===== src/rtl/score_tracker_if.sv =====
// Row-clear handshake plus published game statistics between the clear block
// and the score tracker.
interface score_tracker_if;
    logic        new_game;
    logic        done_clear;
    logic [2:0]  score_cnt;
    logic [23:0] score_bcd;
    logic [9:0]  lines_total;
    logic [3:0]  level;
    logic [25:0] drop_period;
    logic        busy;
    logic        score_update;
    logic        level_up;

    modport master (
        output new_game, done_clear, score_cnt,
        input  score_bcd, lines_total, level, drop_period, busy, score_update, level_up
    );

    modport slave (
        input  new_game, done_clear, score_cnt,
        output score_bcd, lines_total, level, drop_period, busy, score_update, level_up
    );
endinterface


===== src/rtl/score_tracker.sv =====
// Converts finished clear rounds into BCD score, line count, level and the
// gravity drop period; one BCD partial add per cycle, 1-deep pending trigger.
module score_tracker #(
    parameter int unsigned BASE_PERIOD = 50_000_000,
    parameter int unsigned PERIOD_STEP = 3_000_000
) (
    input  logic            clk,
    input  logic            rst,
    score_tracker_if.slave  bus
);
    // state  | meaning
    // IDLE   | waiting for a trigger or serving the pending entry
    // ADD    | adding the base points once per cycle, level+1 times
    // LINES  | line count / level update, score_update pulse
    typedef enum logic [1:0] {S_IDLE, S_ADD, S_LINES} state_t;

    localparam logic [25:0] BASE_P = 26'(BASE_PERIOD);
    localparam logic [25:0] STEP_P = 26'(PERIOD_STEP);

    state_t      state_q, state_d;
    logic        done_q;
    logic [2:0]  n_q, n_d;
    logic [15:0] base_q, base_d;
    logic [3:0]  iter_q, iter_d;
    logic        pend_q, pend_d;
    logic [2:0]  pend_n_q, pend_n_d;
    logic [23:0] score_q, score_d;
    logic [9:0]  lines_q, lines_d;
    logic [3:0]  mod_q, mod_d;
    logic [3:0]  level_q, level_d;
    logic [25:0] drop_q;
    logic        upd_q, upd_d;
    logic        lvlup_q, lvlup_d;

    logic        trig_valid;
    logic [2:0]  n_in;
    logic [24:0] add_r;
    logic [9:0]  lines_sum;
    logic [3:0]  mod_sum;
    logic        start;
    logic [2:0]  start_n;

    function automatic logic [15:0] base_of(input logic [2:0] n);
        case (n)
            3'd1:    base_of = 16'h0040;
            3'd2:    base_of = 16'h0100;
            3'd3:    base_of = 16'h0300;
            default: base_of = 16'h1200;
        endcase
    endfunction

    // Returns {carry_out_of_msd, sum}
    function automatic logic [24:0] bcd_add(input logic [23:0] a, input logic [23:0] b);
        logic [4:0]  s;
        logic        c;
        logic [23:0] r;
        c = 1'b0;
        r = '0;
        for (int i = 0; i < 6; i++) begin
            s = {1'b0, a[4*i +: 4]} + {1'b0, b[4*i +: 4]} + {4'b0, c};
            if (s > 5'd9) begin
                s = s - 5'd10;
                c = 1'b1;
            end else begin
                c = 1'b0;
            end
            r[4*i +: 4] = s[3:0];
        end
        bcd_add = {c, r};
    endfunction

    assign n_in       = (bus.score_cnt > 3'd4) ? 3'd4 : bus.score_cnt;
    assign trig_valid = bus.done_clear & ~done_q & (n_in != 3'd0);
    assign add_r      = bcd_add(score_q, {8'h00, base_q});
    assign lines_sum  = lines_q + 10'(n_q);
    assign mod_sum    = mod_q + {1'b0, n_q};

    always_comb begin
        state_d  = state_q;
        n_d      = n_q;
        base_d   = base_q;
        iter_d   = iter_q;
        pend_d   = pend_q;
        pend_n_d = pend_n_q;
        score_d  = score_q;
        lines_d  = lines_q;
        mod_d    = mod_q;
        level_d  = level_q;
        upd_d    = 1'b0;
        lvlup_d  = 1'b0;
        start    = 1'b0;
        start_n  = n_in;

        case (state_q)
            S_IDLE: begin
                if (pend_q) begin
                    start    = 1'b1;
                    start_n  = pend_n_q;
                    pend_d   = trig_valid;
                    pend_n_d = trig_valid ? n_in : pend_n_q;
                end else if (trig_valid) begin
                    start = 1'b1;
                end
            end
            S_ADD: begin
                if (add_r[24]) begin
                    score_d = 24'h999999;
                    state_d = S_LINES;
                end else begin
                    score_d = add_r[23:0];
                    if (iter_q == 4'd0) begin
                        state_d = S_LINES;
                    end else begin
                        iter_d = iter_q - 4'd1;
                    end
                end
            end
            S_LINES: begin
                lines_d = (lines_sum > 10'd999) ? 10'd999 : lines_sum;
                if (mod_sum >= 4'd10) begin
                    mod_d = mod_sum - 4'd10;
                    if (level_q != 4'd15) begin
                        level_d = level_q + 4'd1;
                        lvlup_d = 1'b1;
                    end
                end else begin
                    mod_d = mod_sum;
                end
                upd_d   = 1'b1;
                state_d = S_IDLE;
            end
            default: state_d = S_IDLE;
        endcase

        if (state_q != S_IDLE && trig_valid && !pend_q) begin
            pend_d   = 1'b1;
            pend_n_d = n_in;
        end

        // Iteration count uses the level held before this clear is applied
        if (start) begin
            n_d     = start_n;
            base_d  = base_of(start_n);
            iter_d  = level_q;
            state_d = S_ADD;
        end
    end

    always_ff @(posedge clk) begin
        done_q <= bus.done_clear;
        if (rst || bus.new_game) begin
            state_q  <= S_IDLE;
            n_q      <= '0;
            base_q   <= '0;
            iter_q   <= '0;
            pend_q   <= 1'b0;
            pend_n_q <= '0;
            score_q  <= '0;
            lines_q  <= '0;
            mod_q    <= '0;
            level_q  <= '0;
            drop_q   <= BASE_P;
            upd_q    <= 1'b0;
            lvlup_q  <= 1'b0;
        end else begin
            state_q  <= state_d;
            n_q      <= n_d;
            base_q   <= base_d;
            iter_q   <= iter_d;
            pend_q   <= pend_d;
            pend_n_q <= pend_n_d;
            score_q  <= score_d;
            lines_q  <= lines_d;
            mod_q    <= mod_d;
            level_q  <= level_d;
            drop_q   <= BASE_P - 26'(level_q) * STEP_P;
            upd_q    <= upd_d;
            lvlup_q  <= lvlup_d;
        end
    end

    assign bus.score_bcd    = score_q;
    assign bus.lines_total  = lines_q;
    assign bus.level        = level_q;
    assign bus.drop_period  = drop_q;
    assign bus.busy         = (state_q != S_IDLE) | upd_q;
    assign bus.score_update = upd_q;
    assign bus.level_up     = lvlup_q;
endmodule


===== src/flat_wrapper.sv =====
// flat-port wrapper written by rule: the top's interface ports become plain ports
module score_tracker_flat 
#(
    parameter int unsigned BASE_PERIOD = 50_000_000,
    parameter int unsigned PERIOD_STEP = 3_000_000
)
  (clk, rst, bus_new_game, bus_done_clear, bus_score_cnt, bus_score_bcd, bus_lines_total, bus_level, bus_drop_period, bus_busy, bus_score_update, bus_level_up);
  score_tracker_if bus_i ();
  input  logic clk;
  input  logic rst;
  input wire logic [$bits(bus_i.new_game)-1:0] bus_new_game;
  input wire logic [$bits(bus_i.done_clear)-1:0] bus_done_clear;
  input wire logic [$bits(bus_i.score_cnt)-1:0] bus_score_cnt;
  output wire logic [$bits(bus_i.score_bcd)-1:0] bus_score_bcd;
  output wire logic [$bits(bus_i.lines_total)-1:0] bus_lines_total;
  output wire logic [$bits(bus_i.level)-1:0] bus_level;
  output wire logic [$bits(bus_i.drop_period)-1:0] bus_drop_period;
  output wire logic [$bits(bus_i.busy)-1:0] bus_busy;
  output wire logic [$bits(bus_i.score_update)-1:0] bus_score_update;
  output wire logic [$bits(bus_i.level_up)-1:0] bus_level_up;
  assign bus_i.new_game = bus_new_game;
  assign bus_i.done_clear = bus_done_clear;
  assign bus_i.score_cnt = bus_score_cnt;
  assign bus_score_bcd = bus_i.score_bcd;
  assign bus_lines_total = bus_i.lines_total;
  assign bus_level = bus_i.level;
  assign bus_drop_period = bus_i.drop_period;
  assign bus_busy = bus_i.busy;
  assign bus_score_update = bus_i.score_update;
  assign bus_level_up = bus_i.level_up;
  score_tracker #(.BASE_PERIOD(BASE_PERIOD), .PERIOD_STEP(PERIOD_STEP)) u_core (.clk(clk), .rst(rst), .bus(bus_i));
endmodule

===== config.mk =====
export PLATFORM = sky130hd
export DESIGN_NAME = score_tracker_flat
export DESIGN_NICKNAME = d
export VERILOG_FILES = /design/src/rtl/score_tracker_if.sv /design/src/rtl/score_tracker.sv /design/src/flat_wrapper.sv
export SDC_FILE = /design/constraint.sdc
export NUM_CORES = 1
export LEC_CHECK = 0
export ABC_AREA = 0
export CAP_MARGIN = 20
export CORE_UTILIZATION = 61
export DETAILED_ROUTE_END_ITERATION = 12
export PLACE_DENSITY = 0.9
export SLEW_MARGIN = 20
export SYNTH_ARGS = -nofsm -noshare
export SYNTH_HDL_FRONTEND = slang
export SYNTH_SLANG_ARGS = --single-unit

===== constraint.sdc =====
create_clock -name clk -period 18.31 [get_ports clk]
set_clock_uncertainty 0.1 [all_clocks]
set_input_delay 2.7465 -clock clk [delete_from_list [all_inputs] [get_ports clk]]
set_output_delay 2.7465 -clock clk [all_outputs]
set_load 0.005 [all_outputs]

==> results.md, run 1 <==
- Slew headroom: 0.417
- DIE HEIGHT: between 90 and 100 um
- Distinct cells, synth: 77
- Routed wire length per instance: 15.6 um
- FF+latch count, synth: 82
- Largest net degree at the start of global routing: 59
- Final worst path period need: roughly 8800 ps
- Syn-to-layout area delta: 15.5%
- CTS tree: yes
- Count leader, synth: nor2_1
- Top cells by count, synth: nor2_1 (89), dfxtp_1 (82), ha_1 (51), inv_1 (42), nand2_1 (42)
- Synth top area cells: dfxtp_1 (29%), ha_1 (11%), nor2_1 (5.9%)
- Core Rows: 34
- Area of the mapped netlist: between 0.005 and 0.006 mm2
- Failing checks: DRC
- Post-CTS Setup Bufs: 0
- Fmax: ~110 MHz
- Via count: approximately 5100
- Startpoint types: register
- Fin. Hold Viols: 0
- Total Routed Length: around 13000 um
- Maximum capacitance violations: 0
- Crit Path Max Fanout: 11
- CORE AREA: 0.00885 mm2
- Clock sinks: just over 80
- IO Count: 74
- VDD IR max: 36.3 uV
- Clock tree buffer depth: 2
- Drt pass-1 iters: 12
- Crit end category: register
- Top cell type's share of synthesized area: 0.290
- Crit share post-route: 0.478
- Mapped Cells: roughly 680
- Slowest CP cell: nor2_1
- Critical path type: reg2reg
- Die Width: around 98 um
- Cts hold-fix bufs: 0
- Worst-Margin Slew: 875 ps
- Top cell by count, worst path: ha_1
- Layout Nets: about 800
- Max incr delay on CP: roughly 600 ps
- Power Density: between 50 and 60 mW/mm2
- Port Buffers: 67
- Die ar.: between 0.009 and 0.01 mm2
- CTS clk-pin slew, worst paths: ~100 ps
- DRT antenna net count: 0
- Avg Inst Size Synth: ~8.3 um2
- Initial Util: 0.640
- Status: finished with violations
- Critical Path AT: just under 9000 ps
- DR vias/cell: ~6
- First-pass GRT wire length: around 22000 um
- Fraction of registers with async set/reset: 0
- Clock Latency Late Sink: about 360 ps
- Sequential area share after synthesis: 0.290
- Starting DRT DRC Count: between 300 and 400
- Critical path data required time: between 15000 and 20000 ps
- Post-CTS sizing: 0
- Slew Viols, Final: 0
- Leakage: 0.00266 uW
- DR DRC count: 3
- RePlAce Congestion: between 0.8 and 0.9
- Total gr overflow: 0
- Hold Path Class: reg2reg
- Synth Flop Type: dfxtp_1
- Setup TNS: 0 ps
- H-Tree Depth: 3
- CTS Buf Count: 9
- Leading area contributor after synthesis: dfxtp_1
- Initial antenna violation count: 0
- Post-synth EDFFs: 0
- Antenna Cells: 0
- RSZ-0062 raised after global routing: false
- Gr usage total: 0.278
- Ys Warns: 0
- Root buffer cell: clkbuf_8
- Vias in the first global route: just under 5000
- # setup viols final: 0
- Hpwl dp: ~9600 um
- Tot Pwr: approximately 330 uW
- Share of layout cells above drive strength 1: 0.0599
[flip-flops by register name (all words and copies together) (netlist names), 2 cells and up]
| register | count |
|---|---|
| u_core.bus.score_bcd | 24 |
| u_core.bus.drop_period | 20 |
| u_core.bus.lines_total | 10 |
| u_core.base_q | 4 |
| u_core.bus.level | 4 |
| u_core.iter_q | 4 |
| u_core.mod_q | 4 |
| u_core.n_q | 3 |
| u_core.pend_n_q | 3 |
| u_core.state_q | 2 |
[worst max-delay path: cells and delay by family (launching register included)]
kind	cells	cell delay, ps
buffers and inverters	3	200
AOI/OAI and AO/OA	14	2620
DFF	1	370
xor gates and xnor gates	3	820
and+or+nand+nor	7	1410
adders and majority gates	11	3130
[metrics by stage]
stage / util / worst slack [ps] / hold WS, ps / instance area (um2) / cells
after floorplan: - / 10720 / 336 / 5680 / 687
after global routing: 0.739 / 8810 / 381 / 6540 / 843
after global placement: 0.715 / 10320 / 346 / 6330 / 827
after CTS: 0.738 / 9630 / 369 / 6530 / 843
final: 0.739 / 9550 / 366 / 6540 / 843
after detailed placement: 0.715 / 9680 / 358 / 6330 / 827
[path summary, 6_finish.rpt]
| path | cells after the start | to | from | slack (ps) |
|---|---|---|---|---|
| setup / recovery | 38 | u_core.bus.score_bcd[3]$_SDFFE_PP0P_ | u_core.bus.score_bcd[1]$_SDFFE_PP0P_ | 9550 |
| hold / removal | 2 | u_core.base_q[6]$_SDFFE_PP0P_ | u_core.base_q[6]$_SDFFE_PP0P_ | 370 |
| setup reg to reg | 38 | u_core.bus.score_bcd[3]$_SDFFE_PP0P_ | u_core.bus.score_bcd[1]$_SDFFE_PP0P_ | 9550 |
| hold reg to reg | 2 | u_core.base_q[6]$_SDFFE_PP0P_ | u_core.base_q[6]$_SDFFE_PP0P_ | 370 |
[cells by family after synthesis]
group / after synthesis / synth area share
flip-flops: 82 / 0.290
buffers and inverters: 79 / 0.0590
other: 1 / 0.000662
AND/OR/NAND/NOR: 236 / 0.207
adder cells (fa/ha/maj): 60 / 0.144
multiplexers: 7 / 0.0126
XOR/XNOR: 56 / 0.0892
AO/OA/AOI/OAI: 161 / 0.197
[metal layers]
layer,part of all wire,vias to the layer above,global-route usage
met1,0.44,2382,0.354
met4,0.026,0,0.119
li1,-,2491,-
met5,0,-,0
met3,0.059,44,0.0444
met2,0.48,188,0.469
[cells in the final DEF (no fill, tap or decap), types with 3 or more instances in the layout]
cell / instances
nor2_1: 89
dfxtp_1: 82
clkdlybuf4s50_1: 67
ha_1: 51
inv_1: 42
nand2_1: 42
o21ai_0: 37
a21oi_1: 35
xnor2_1: 31
xor2_1: 23
nand3_1: 17
nor3_1: 15
nor2b_1: 14
a31oi_1: 11
a211oi_1: 9
a21o_1: 9
a22oi_1: 9
fa_1: 9
clkbuf_8: 9
and3_1: 7
nor3b_1: 7
o211ai_1: 7
nand2b_1: 6
mux2i_1: 6
conb_1: 6
or3_1: 5
and2_1: 5
a311oi_1: 5
nand4b_1: 4
o2111ai_1: 4
inv_6: 4
o21a_1: 3
and4_1: 3
nand4_1: 3
nor4_1: 3
[power by group]
part | internal, uW | switching, uW | total, uW
logic | 5.39 | 9.71 | 15.1
clock network | 65.2 | 73.1 | 138
registers | 179 | 1.12 | 180
[layout make-up]
| type | instances | area (um2) |
|---|---|---|
| clock buffer | 9 | 124 |
| clock inverter | 7 | 81.3 |
| fill | 664 | 2310 |
| inverter | 42 | 158 |
| multi-input combinational | 526 | 3720 |
| sequential | 82 | 1640 |
| tap | 108 | 135 |
| timing repair buffer | 69 | 686 |
Note: power is estimated with default switching activity, not from simulation.
==> run 2, diff against run 1 <==
--- a/config.mk
+++ b/config.mk
@@ -7,9 +7,9 @@
 export LEC_CHECK = 0
 export ABC_AREA = 0
 export CAP_MARGIN = 20
-export CORE_UTILIZATION = 61
+export CORE_UTILIZATION = 51
 export DETAILED_ROUTE_END_ITERATION = 12
-export PLACE_DENSITY = 0.9
+export PLACE_DENSITY = 0.81
 export SLEW_MARGIN = 20
 export SYNTH_ARGS = -nofsm -noshare
 export SYNTH_HDL_FRONTEND = slang
==> constraint.sdc (replaced) <==
create_clock -name clk -period 8 [get_ports clk]
set_clock_uncertainty 0.1 [all_clocks]
set_input_delay 1.2 -clock clk [delete_from_list [all_inputs] [get_ports clk]]
set_output_delay 1.2 -clock clk [all_outputs]
set_load 0.005 [all_outputs]
==> run 2 against run 1 <==
Against the previous run:
- the run now ends clean
- clock power up 110%
- core utilization down 11 points
- sequential share of layout area shrank 0.82 points
- register-to-register slack worse by 9100 ps
- final cell count increased by 5.0%
- final area grew 3.5%
- fmax rose by 16%
==> results.md, run 2 (synthesis gave the netlist of run 1 again) <==
- Slew headroom: 0.461
- Startpoint types: register
- Total Routed Length: approximately 13000 um
- Syn-to-layout area delta: 19.5%
- VDD IR max: approximately 120 uV
- Drt pass-1 iters: 5
- Finished Cell Area: 0.00677 mm2
- CTS Buf Count: 9
- Die ar.: 0.0115 mm2
- Most common cell after layout, fill and taps aside: nor2_1
- Crit Path Max Fanout: 7
- DR DRC count: 0
- Hold Path Class: reg2reg
- Antenna Cells: 0
- Gr usage total: 0.236
- Initial antenna violation count: 0
- DR vias/cell: between 5 and 6
- Final worst path period need: about 7600 ps
- Power Density: 110 mW/mm2
- Clock sinks: slightly above 80
- Slowest CP cell: fa_2
- Clock tree buffer depth: 2
- Critical Path AT: between 7000 and 8000 ps
- Worst hold start: u_core.mod_q[0]$_SDFFE_PP0P_
- Cts hold-fix bufs: 0
- # setup viols final: 0
- Total gr overflow: 0
- Die Width: approximately 110 um
- CTS clk-pin slew, worst paths: ~90 ps
- Clock Latency Late Sink: roughly 380 ps
- Leakage: approximately 0.0027 uW
- Crit share post-route: 0.947
- Fmax: roughly 130 MHz
- Finished Core Util: 0.625
- Most frequent cells in the layout: nor2_1 (87), dfxtp_1 (80), clkdlybuf4s50_1 (67), ha_1 (45)
- Share of layout cells above drive strength 1: 0.102
- Crit end category: register
- Routed wire length per instance: 15.1 um
- Max FFs per register: 24
- Core Rows: 38
- First-pass GRT wire length: about 22000 um
- DRT antenna net count: 0
- Layout Nets: 807
- Hold WS: between 300 and 400 ps
- Reg2reg start: u_core.bus.score_bcd[1]$_SDFFE_PP0P_
- Vias in the first global route: approximately 4900
- Worst-Margin Slew: between 800 and 900 ps
- Crit path from: u_core.bus.score_bcd[1]$_SDFFE_PP0P_
- Largest net degree at the start of global routing: 59
- Hpwl dp: ~9600 um
- Slew Viols, Final: 0
- Fin. Hold Viols: 0
- CTS tree: yes
- Maximum capacitance violations: 0
- DIE HEIGHT: about 110 um
- Via count: roughly 5000
- IO Count: between 70 and 80
- RePlAce Congestion: 0.888
- Critical path data required time: 8210 ps
- CORE AREA: 0.0108 mm2
- Initial Util: 0.523
- Placed cell area: 0.00641 mm2
- Port Buffers: 67
- H-Tree Depth: 3
- Status: complete, no violations
- Starting DRT DRC Count: around 250
- Root buffer cell: clkbuf_8
- Max incr delay on CP: 550 ps
- Critical path type: reg2reg
## run 2: cell type report
type | count | area, um2
clock buffer | 10 | 128
timing repair buffer | 79 | 764
clock inverter | 6 | 57.6
tap | 140 | 175
multi-input combinational | 526 | 3840
sequential | 82 | 1640
inverter | 42 | 158
fill | 899 | 4070
## run 2: worst paths after layout
kind,end,slack (ps),cells past startpoint
setup / recovery,u_core.iter_q[2]$_SDFFE_PP0P_,420,38
hold / removal,u_core.mod_q[0]$_SDFFE_PP0P_,370,2
setup reg to reg,u_core.iter_q[2]$_SDFFE_PP0P_,420,38
hold reg to reg,u_core.mod_q[0]$_SDFFE_PP0P_,370,2
## run 2: per-layer routing
metal | GRT usage | part of all wire | wire [um]
met3 | 0.0478 | 0.059 | 786
met5 | 0 | 0 | 0
met4 | 0.109 | 0.022 | 291
met1 | 0.280 | 0.43 | 5730
met2 | 0.408 | 0.49 | 6540
## run 2: what timing repair did
item | in CTS | in global routing
pin swaps | 1 | 11
setup endpoints to repair | 25 | 29
gates resized for setup | 9 | 24
endpoints found under the hold margin | 0 | 0
setup buffers | 0 | 5
## run 2: report_power, final
part / internal (uW) / leakage, uW / switching, uW
logic: 13.3 / 0.00198 / 22.4
registers: 410 / 0.000663 / 2.76
clock network: 142 / 0.0000958 / 153
## run 2: worst max-delay path, delay by kind of cell (launching register included)
kind	cells	cell delay, ps
AND/OR/NAND/NOR	6	830
buffers and inverters	4	240
adder cells (fa/ha/maj)	11	2840
XOR/XNOR	3	610
flip-flops	1	360
AO/OA/AOI/OAI	14	2510
## run 2: through the flow
stage	std cells	setup WS, ps	TNS, ps	total power [uW]
2_1_floorplan	687	415	0	447
3_3_place_gp	864	395	0	455
3_5_place_dp	864	-265	-3800	457
4_1_cts	880	6.90	0	748
5_1_grt	885	-19.2	-29.1	772
6_report	885	422	0	744
